--- config.mk ---
export PLATFORM = sky130hd
export DESIGN_NAME = clk_en_gen
export DESIGN_NICKNAME = d
export VERILOG_FILES = /design/src/rtl/clk_en_gen_pkg.sv /design/src/rtl/clk_en_div.sv /design/src/rtl/clk_en_gen.sv
export SDC_FILE = /design/constraint.sdc
export NUM_CORES = 1
export LEC_CHECK = 0
export BUFFER_PORTS_ARGS = -buffer_cell sky130_fd_sc_hd__buf_4
export CELL_PAD_IN_SITES_DETAIL_PLACEMENT = 1
export CELL_PAD_IN_SITES_GLOBAL_PLACEMENT = 1
export CORE_MARGIN = 2
export CORE_UTILIZATION = 47
export CTS_CLUSTER_SIZE = 14
export DETAILED_ROUTE_END_ITERATION = 16
export PLACE_DENSITY = 0.84
export SKIP_CTS_REPAIR_TIMING = 1
export SYNTH_ARGS = -nofsm -noshare
export SYNTH_HDL_FRONTEND = slang
export SYNTH_SLANG_ARGS = --single-unit
--- constraint.sdc ---
create_clock -name clock_in -period 3.99 [get_ports clock_in]
set_clock_uncertainty 0.2 [all_clocks]
set_input_delay 0.5985 -clock clock_in [delete_from_list [all_inputs] [get_ports clock_in]]
set_output_delay 0.5985 -clock clock_in [all_outputs]
set_load 0.1 [all_outputs]
--- src/rtl/clk_en_gen_pkg.sv ---
`default_nettype none
// ============================================================================
// Module   : clk_en_gen_pkg
// Brief    : Shared state encoding and constants for clk_en_gen.
// Revision : 1.0
// ============================================================================
package clk_en_gen_pkg;

  typedef enum logic [1:0] {
    ST_HOLD   = 2'd0,
    ST_SETTLE = 2'd1,
    ST_RUN    = 2'd2
  } state_t;

  localparam int C_DIV_W_DEFAULT = 16;

  // div_sel stays at least one bit wide even for a single channel
  function automatic int sel_width(input int n);
    return (n > 1) ? $clog2(n) : 1;
  endfunction

endpackage
`default_nettype wire

--- src/rtl/clk_en_div.sv ---
`default_nettype none
// ============================================================================
// Module   : clk_en_div
// Brief    : One clock-enable channel: divisor register, wrap counter, strobe.
// Revision : 1.0
// ============================================================================
module clk_en_div
  import clk_en_gen_pkg::*;
#(
  parameter int DIV_W       = C_DIV_W_DEFAULT,
  parameter int DEFAULT_DIV = 2
) (
  input  logic             clock_in,
  input  logic             reset,
  input  logic             run,
  input  logic             run_nxt,
  input  logic             wr,
  input  logic [DIV_W-1:0] wr_val,
  output logic             ce
);

  logic [DIV_W-1:0] r_div;
  logic [DIV_W-1:0] r_cnt;
  logic             w_last;

  // Divisors of 0 and 1 both mean "strobe every cycle"
  assign w_last = (r_div <= DIV_W'(1)) || (r_cnt == (r_div - DIV_W'(1)));
  assign ce     = run & w_last;

  always_ff @(posedge clock_in) begin
    if (reset) begin
      r_div <= DIV_W'(DEFAULT_DIV);
      r_cnt <= '0;
    end else begin
      if (wr) begin
        r_div <= wr_val;
      end
      // Counter only advances across consecutive RUN cycles, so it enters RUN at 0
      if (wr || !run || !run_nxt) begin
        r_cnt <= '0;
      end else if (w_last) begin
        r_cnt <= '0;
      end else begin
        r_cnt <= r_cnt + DIV_W'(1);
      end
    end
  end

endmodule
`default_nettype wire

--- src/rtl/clk_en_gen.sv ---
`default_nettype none
// ============================================================================
// Module   : clk_en_gen
// Brief    : PLL-lock qualified reset release plus NUM_CH programmable
//            clock-enable strobes. Define CLK_EN_GEN_LOSS_COUNT_EN to add the
//            saturating lock_loss_cnt output.
// Revision : 1.0
// ============================================================================
module clk_en_gen
  import clk_en_gen_pkg::*;
#(
  parameter int NUM_CH      = 4,
  parameter int DIV_W       = C_DIV_W_DEFAULT,
  parameter int LOCK_CYCLES = 1024,
  parameter int DEFAULT_DIV = 2
) (
  input  logic                           clock_in,
  input  logic                           reset,
  input  logic                           pll_locked,
  input  logic                           div_wr,
  input  logic [sel_width(NUM_CH)-1:0]   div_sel,
  input  logic [DIV_W-1:0]               div_val,
  output logic [NUM_CH-1:0]              ce,
  output logic                           rst_out,
  output logic                           ready
`ifdef CLK_EN_GEN_LOSS_COUNT_EN
  ,
  output logic [7:0]                     lock_loss_cnt
`endif
);

  localparam int SEL_W    = sel_width(NUM_CH);
  localparam int SETTLE_W = $clog2(LOCK_CYCLES);
  localparam logic [SETTLE_W-1:0] C_SETTLE_LAST = SETTLE_W'(LOCK_CYCLES - 1);

  logic                r_sync1;
  logic                r_sync2;
  state_t              r_state;
  state_t              w_state_nxt;
  logic [SETTLE_W-1:0] r_settle_cnt;
  logic                r_ready;
  logic                r_rst_out;
  logic                w_run_nxt;

  always_ff @(posedge clock_in) begin
    if (reset) begin
      r_sync1 <= 1'b0;
      r_sync2 <= 1'b0;
    end else begin
      r_sync1 <= pll_locked;
      r_sync2 <= r_sync1;
    end
  end

  // State register; ready/rst_out are flopped from the next state so they
  // coincide exactly with the RUN state
  always_ff @(posedge clock_in) begin
    if (reset) begin
      r_state   <= ST_HOLD;
      r_ready   <= 1'b0;
      r_rst_out <= 1'b1;
    end else begin
      r_state   <= w_state_nxt;
      r_ready   <= w_run_nxt;
      r_rst_out <= ~w_run_nxt;
    end
  end

  always_comb begin
    w_state_nxt = r_state;
    case (r_state)
      ST_HOLD: begin
        if (r_sync2) w_state_nxt = ST_SETTLE;
      end
      ST_SETTLE: begin
        if (!r_sync2)                          w_state_nxt = ST_HOLD;
        else if (r_settle_cnt == C_SETTLE_LAST) w_state_nxt = ST_RUN;
      end
      ST_RUN: begin
        if (!r_sync2) w_state_nxt = ST_HOLD;
      end
      default: w_state_nxt = ST_HOLD;
    endcase
  end

  always_comb begin
    w_run_nxt = (w_state_nxt == ST_RUN);
  end

  always_ff @(posedge clock_in) begin
    if (reset) begin
      r_settle_cnt <= '0;
    end else if ((r_state == ST_SETTLE) && (w_state_nxt == ST_SETTLE)) begin
      r_settle_cnt <= r_settle_cnt + SETTLE_W'(1);
    end else begin
      r_settle_cnt <= '0;
    end
  end

  assign ready   = r_ready;
  assign rst_out = r_rst_out;

  for (genvar i = 0; i < NUM_CH; i++) begin : g_ch
    localparam logic [SEL_W-1:0] C_IDX = SEL_W'(i);
    logic w_wr;

    // Indices at or above NUM_CH never match any channel and are dropped
    assign w_wr = div_wr && (div_sel == C_IDX);

    clk_en_div #(
      .DIV_W       (DIV_W),
      .DEFAULT_DIV (DEFAULT_DIV)
    ) u_div (
      .clock_in (clock_in),
      .reset    (reset),
      .run      (r_ready),
      .run_nxt  (w_run_nxt),
      .wr       (w_wr),
      .wr_val   (div_val),
      .ce       (ce[i])
    );
  end

`ifdef CLK_EN_GEN_LOSS_COUNT_EN
  logic [7:0] r_loss_cnt;

  // Only losses out of RUN count; a dropout during SETTLE is not an event
  always_ff @(posedge clock_in) begin
    if (reset) begin
      r_loss_cnt <= 8'd0;
    end else if ((r_state == ST_RUN) && (w_state_nxt == ST_HOLD) && (r_loss_cnt != 8'hFF)) begin
      r_loss_cnt <= r_loss_cnt + 8'd1;
    end
  end

  assign lock_loss_cnt = r_loss_cnt;
`else
  // No lock-loss accounting in this build
`endif

endmodule
`default_nettype wire

# ---- Yosys cells after proc, flatten, opt, wreduce, memory -nomap -nowiden
# Index checks and enable logic that the tools add are counted.
dict set report totals {
  output_inout_bits 6
  wordCells 76
  ff_bits 144
}
dict set report classes {
  n_lt_le_gt_ge 4
  eq_ne 12
  add_sub_neg 9
  n_bitwise 6
  muxes 5
  reduce_logical 26
}
# operator count
set ops {}
lappend ops {{16-bit by 1-bit adder with 16-bit output, second input constant} 4}
lappend ops {{16-bit equality test} 4}
lappend ops {{16-bit by 1-bit less-or-equal comparator with 1-bit output, second input constant} 4}
lappend ops {{16-bit by 1-bit subtractor with 16-bit output, second input constant} 4}
lappend ops {{1-bit logical OR} 12}
lappend ops {{3-bit OR reduction} 4}
lappend ops {{10-bit by 1-bit adder with 10-bit output, second input constant} 1}
lappend ops {{10-bit equality test, second input constant} 1}
lappend ops {{2-bit equality test, second input constant} 4}
lappend ops {{2-bit 2-to-1 mux} 4}
lappend ops {{2-bit by 1-bit equality test with 1-bit output, second input constant} 3}
lappend ops {{2-bit case mux with 3 select lines} 1}
lappend ops {{1-bit logical AND} 5}
lappend ops {{1-bit bitwise AND} 4}
lappend ops {{2-bit zero test} 2}
lappend ops {{1-bit zero test} 2}
lappend ops {{1-bit NOT} 2}
lappend ops {{2-bit OR reduction} 1}

# ---- Longest topological paths before layout
dict set report depth {
  ltp_word 8
  ltp_mapped 11
  ltp_nobuf 9
}

# ---- Hierarchy
# From an unflattened synthesis, not the netlist that was laid out.
dict set report unflattened {
  hier_cells 888
  hier_area_um2 7857.5
}
# mod cells_per_inst instances area_per_inst_um2
set modules_own_cells {}
lappend modules_own_cells {clk_en_div 203 4 1790.5}
lappend modules_own_cells {clk_en_gen 76 1 695.7}

# ---- Worst setup path after synthesis
# No wires, ideal clock.
dict set report synth_path {
  kind {reg-to-output}
  start {register g_ch[2].u_div.r_div[4]}
  end {output ce[2]}
  path_slack_ns 0.726
  arrival_time_ns 2.465
  required_ns 3.191
  path_stages_with_launch 8
  path_cell_list {dfxtp_1 buf_6 or4_4 buf_6 or3_1 or4b_1 a21boi_0 buf_4}
}
dict set report synth_via {
  elab_chain_cells 4
}
# element line
set synth_lines {}
lappend synth_lines {{start, declared} clk_en_div.sv:22} ;# logic [DIV_W-1:0] r_div;
lappend synth_lines {{start signal, assigned} clk_en_div.sv:32} ;# r_div <= DIV_W'(DEFAULT_DIV);
lappend synth_lines {{start signal, assigned} clk_en_div.sv:36} ;# r_div <= wr_val;
lappend synth_lines {{16-bit by 1-bit subtractor with 16-bit output} clk_en_div.sv:27} ;# assign w_last = (r_div <= DIV_W'(1)) || (r_cnt == (r_div - DIV_W'(1)));
lappend synth_lines {{16-bit equality test} clk_en_div.sv:27}
lappend synth_lines {{1-bit logical OR (*)} clk_en_div.sv:27}
lappend synth_lines {{1-bit bitwise AND (*)} clk_en_div.sv:28} ;# assign ce = run & w_last;
lappend synth_lines {{end, declared} clk_en_gen.sv:23} ;# output logic [NUM_CH-1:0] ce,
# Every way passes the cells marked *; elsewhere a longest branch is shown, timed or not.

# ---- Worst setup path in the final report
dict set report layout_path {
  start {register g_ch[1].u_div.r_div[2]}
  end {output ce[1]}
}
dict set report layout_via {
  elab_chain_cells 4
}
# element line
set layout_lines {}
lappend layout_lines {{start, declared} clk_en_div.sv:22}
lappend layout_lines {{start signal, assigned} clk_en_div.sv:32}
lappend layout_lines {{start signal, assigned} clk_en_div.sv:36}
lappend layout_lines {{16-bit by 1-bit subtractor with 16-bit output} clk_en_div.sv:27}
lappend layout_lines {{16-bit equality test} clk_en_div.sv:27}
lappend layout_lines {{1-bit logical OR (*)} clk_en_div.sv:27}
lappend layout_lines {{1-bit bitwise AND (*)} clk_en_div.sv:28}
# Marks and branches as above.

==> flow_results.xml <==
<?xml version="1.0" encoding="UTF-8"?>
<metrics>
  <group name="route">
    <metric name="post_drt_wl_per_cell" unit="um">17.5</metric>
    <metric name="finalWirelength" unit="um">21000</metric>
    <metric name="detailedRoute.firstPassIterationCount" unit="">4</metric>
    <metric name="drtAntennaViolNets" unit="">0</metric>
    <metric name="remaining_drc_errors" unit="">0</metric>
    <metric name="detail_route.vias_per_cell" unit="">5.69</metric>
    <metric name="route.vias.total" unit="">6805</metric>
    <metric name="drtIter0Drc" unit="">306</metric>
  </group>
  <group name="clock_tree">
    <metric name="cts_htree_levels" unit="">4</metric>
    <metric name="cts_inserted_buffers" unit="">17</metric>
    <metric name="clk_latency" unit="ps">430</metric>
    <metric name="clk_pin_slew_worst_paths" unit="ps">60</metric>
    <metric name="clock_tree_root_buffer_cell" unit="">sky130_fd_sc_hd__clkbuf_16</metric>
    <metric name="cts_tree" unit="">done</metric>
    <metric name="cts_buffer_depth" unit="">2</metric>
    <metric name="clkSinkCount" unit="">144</metric>
  </group>
  <group name="synth">
    <metric name="synthesized_area_fraction_occupied_by_and_or_nand_nor_cells" unit="">0.293</metric>
    <metric name="synth_compound_area_frac" unit="">0.105</metric>
    <metric name="synth.most_common_cell" unit="">sky130_fd_sc_hd__nand2_1</metric>
    <metric name="synth_seq_cells" unit="">144</metric>
    <metric name="ys_dominant_reg_cell" unit="">sky130_fd_sc_hd__dfxtp_1</metric>
    <metric name="synth.net_count" unit="">1004</metric>
    <metric name="syn_area" unit="mm2">0.00775</metric>
    <metric name="post_synth_num_cell_types" unit="">64</metric>
    <metric name="number_of_enable_flip_flop_cells_after_synthesis" unit="">0</metric>
    <metric name="ys_async_sr_fraction" unit="">0</metric>
    <metric name="ys.warnings.count" unit="">0</metric>
    <metric name="post_synth_xor_area_fraction" unit="">0.160</metric>
    <metric name="share_of_cell_area_taken_by_muxes_after_synthesis" unit="">0.00791</metric>
    <metric name="post_synth.cell_area_avg" unit="um2">8.00</metric>
    <metric name="yosysSeqAreaShare" unit="">0.372</metric>
    <metric name="synth_top_cell_area_share" unit="">0.372</metric>
    <metric name="post-synth-top-area-cell" unit="">sky130_fd_sc_hd__dfxtp_1</metric>
    <metric name="synth_cells" unit="">969</metric>
    <metric name="synth_adder_area_share" unit="">0.0210</metric>
    <metric name="netlist_top_cells_area" unit="">sky130_fd_sc_hd__dfxtp_1, sky130_fd_sc_hd__xnor2_1, sky130_fd_sc_hd__nand2_1, sky130_fd_sc_hd__xor2_1, sky130_fd_sc_hd__nor2_1</metric>
    <metric name="yosys-top-cells-count" unit="">sky130_fd_sc_hd__nand2_1, sky130_fd_sc_hd__dfxtp_1, sky130_fd_sc_hd__nor2_1</metric>
    <metric name="synth_top_family_by_area" unit="">simple AND/OR/NAND/NOR gates</metric>
  </group>
  <group name="grt">
    <metric name="wire_length_of_the_first_global_routing_pass" unit="um">34400</metric>
    <metric name="antenna_found_initial" unit="">0</metric>
    <metric name="first_global_vias" unit="">7055</metric>
    <metric name="global_route.usage.total" unit="">0.241</metric>
    <metric name="globalRouteOverflowTotal" unit="">0</metric>
    <metric name="maximum_number_of_pins_on_one_net_before_global_route_repair" unit="">68</metric>
  </group>
  <group name="critical_path">
    <metric name="critPathRequiredTime" unit="ps">3190</metric>
    <metric name="critical_path.startpoint_type" unit="">flop</metric>
    <metric name="critical_path.slowest_cell" unit="">sky130_fd_sc_hd__a2111oi_1</metric>
    <metric name="critPathMaxFanout" unit="">7</metric>
    <metric name="endpoint_kind" unit="">output pin</metric>
    <metric name="rrSetupSlack" unit="ps">890</metric>
    <metric name="worst-setup-path-type" unit="">flop to output pin</metric>
    <metric name="critPathMostFrequentCell" unit="">sky130_fd_sc_hd__nand2_1</metric>
    <metric name="crit_arrival" unit="ps">3040</metric>
    <metric name="timing.critical_path.cells" unit="">nor4_4, nand2_1, nor4_1, a21oi_1, a2111oi_1, nand2_1, a21boi_1, clkbuf_8</metric>
    <metric name="critical_path.max_stage_delay" unit="ps">550</metric>
  </group>
  <group name="timing">
    <metric name="timing_hold_violations_final" unit="">0</metric>
    <metric name="max_freq" unit="MHz">261</metric>
    <metric name="setup_tns" unit="ps">0</metric>
    <metric name="postLayoutSetupSlackWorst" unit="ps">155</metric>
    <metric name="finalWorstPathRequiredPeriod" unit="ps">3830</metric>
    <metric name="post-route-period-util" unit="">0.961</metric>
    <metric name="slew-limit-headroom" unit="">0.296</metric>
    <metric name="timing.final.max_slew_violations" unit="">0</metric>
    <metric name="worstMarginPinSlew" unit="ps">1050</metric>
    <metric name="finalSetupViolCount" unit="">0</metric>
  </group>
  <group name="placed_design">
    <metric name="port_buffers" unit="">27</metric>
    <metric name="gp_congestion" unit="">0.868</metric>
    <metric name="final_hpwl_dp" unit="um">14500</metric>
    <metric name="dp_worst_setup_slack" unit="ps">283</metric>
  </group>
  <group name="finish">
    <metric name="drive_gt1_frac" unit="">0.105</metric>
    <metric name="syn2layout_area_growth" unit="%">13.1</metric>
    <metric name="ant_diodes" unit="">0</metric>
    <metric name="num-fill-cells" unit="">1975</metric>
    <metric name="nNetsFinal" unit="">1002</metric>
  </group>
  <group name="die">
    <metric name="fp.dieW" unit="um">132</metric>
    <metric name="die-height" unit="um">132</metric>
    <metric name="core_area" unit="mm2">0.0160</metric>
    <metric name="top_level_port_count" unit="">28</metric>
    <metric name="placement_rows" unit="">46</metric>
    <metric name="floorplan.die_area" unit="mm2">0.0175</metric>
    <metric name="floorplan.initialDensity" unit="">0.485</metric>
  </group>
  <group name="pwr">
    <metric name="vdd.ir_drop.worst" unit="uV">320</metric>
    <metric name="total_power" unit="W">0.00356</metric>
    <metric name="static-leakage-power" unit="nW">3.08</metric>
    <metric name="powerDensity" unit="mW/mm2">407</metric>
  </group>
  <group name="flow_run">
    <metric name="count_of_maximum_capacitance_violations" unit="">0</metric>
  </group>
  <group name="status">
    <metric name="run_status" unit="">complete, no violations</metric>
  </group>
  <group name="worst_hold_path">
    <metric name="min_path_type" unit="">input pin to flop</metric>
  </group>
</metrics>
-- registers in the layout, summed over array words and instances, names as in the netlist --
name / cells
g_ch.u_div.r_cnt: 64
g_ch.u_div.r_div: 64
r_settle_cnt: 10
r_state: 2
r_sync1: 1
r_sync2: 1
ready: 1
rst_out: 1
-- worst max-delay path: cells and delay by family (launching register included) --
family | cells | cell delay (ps)
buffers and inverters | 1 | 290
AND/OR/NAND/NOR | 4 | 1070
AO/OA/AOI/OAI | 3 | 860
flip-flops | 1 | 390
-- final timing paths --
path,startpoint,end,cells after the start
worst max-delay path,g_ch[1].u_div.r_div[2],ce[1],8
worst min-delay path,pll_locked,r_sync1,2
worst max register to register,r_settle_cnt[0],g_ch[3].u_div.r_cnt[15],8
worst min register to register,r_sync1,r_sync2,1
-- stage by stage --
step	cells	hold slack (ps)	utilization	cell area [um2]
2_1_floorplan	969	214	-	7750
3_3_place_gp	1164	247	0.501	8010
3_5_place_dp	1164	272	0.501	8010
4_1_cts	1196	208	0.542	8680
5_1_grt	1196	220	0.548	8770
6_report	1196	207	0.548	8770
-- power by group --
group | switching [W] | total [W] | leakage [nW] | internal, W
clock network | 0.000641 | 0.00178 | 0.316 | 0.00114
registers | 0.0000379 | 0.00150 | 1.17 | 0.00146
logic | 0.000163 | 0.000281 | 1.60 | 0.000117
total | 0.000842 | 0.00356 | 3.08 | 0.00272
-- cells in the final DEF (no fill, tap or decap), drive strengths merged, types with 7 or more instances in the layout --
cell type  netlist  layout
and4             9       9
nand4           25      25
a31oi            8       8
o21ai           10      10
xnor2           76      76
dfxtp          144     144
nor4            18      18
or4              7       7
buf             14      30
nor2b            8       8
or3              8       8
nor2           114     114
ha              13      13
nand3           40      40
clkbuf          40      22
and3            19      19
a21oi           72      72
xor2            66      66
inv             17      18
nand2          157     157
nor3            21      21
-- logic make-up after synthesis --
logic type	Yosys count
flip-flops	144
AO/OA/AOI/OAI	131
adder cells (fa/ha/maj)	13
AND/OR/NAND/NOR	462
buffers and inverters	71
XOR/XNOR	142
multiplexers	6
-- per-layer routing --
| layer | part of all wire | global-route usage | routed length (um) | up-vias |
|---|---|---|---|---|
| met5 | 0 | 0 | 0 | - |
| met4 | 0.018 | 0.0711 | 380 | 0 |
| met3 | 0.040 | 0.0452 | 832 | 35 |
| met2 | 0.51 | 0.431 | 10600 | 95 |
| met1 | 0.44 | 0.294 | 9170 | 3359 |
| li1 | - | - | - | 3316 |
-- cell type report --
type                            count  area [um2]  area share
Sequential cell                   144        2880       0.329
Inverter                           17        63.8     0.00728
Clock inverter                     13         209      0.0238
Timing Repair Buffer               33         267      0.0304
Multi-Input combinational cell    754        4620       0.527
Clock buffer                       19         453      0.0517
Tap cell                          216         270      0.0308
Power figures use the tool's default switching activity.
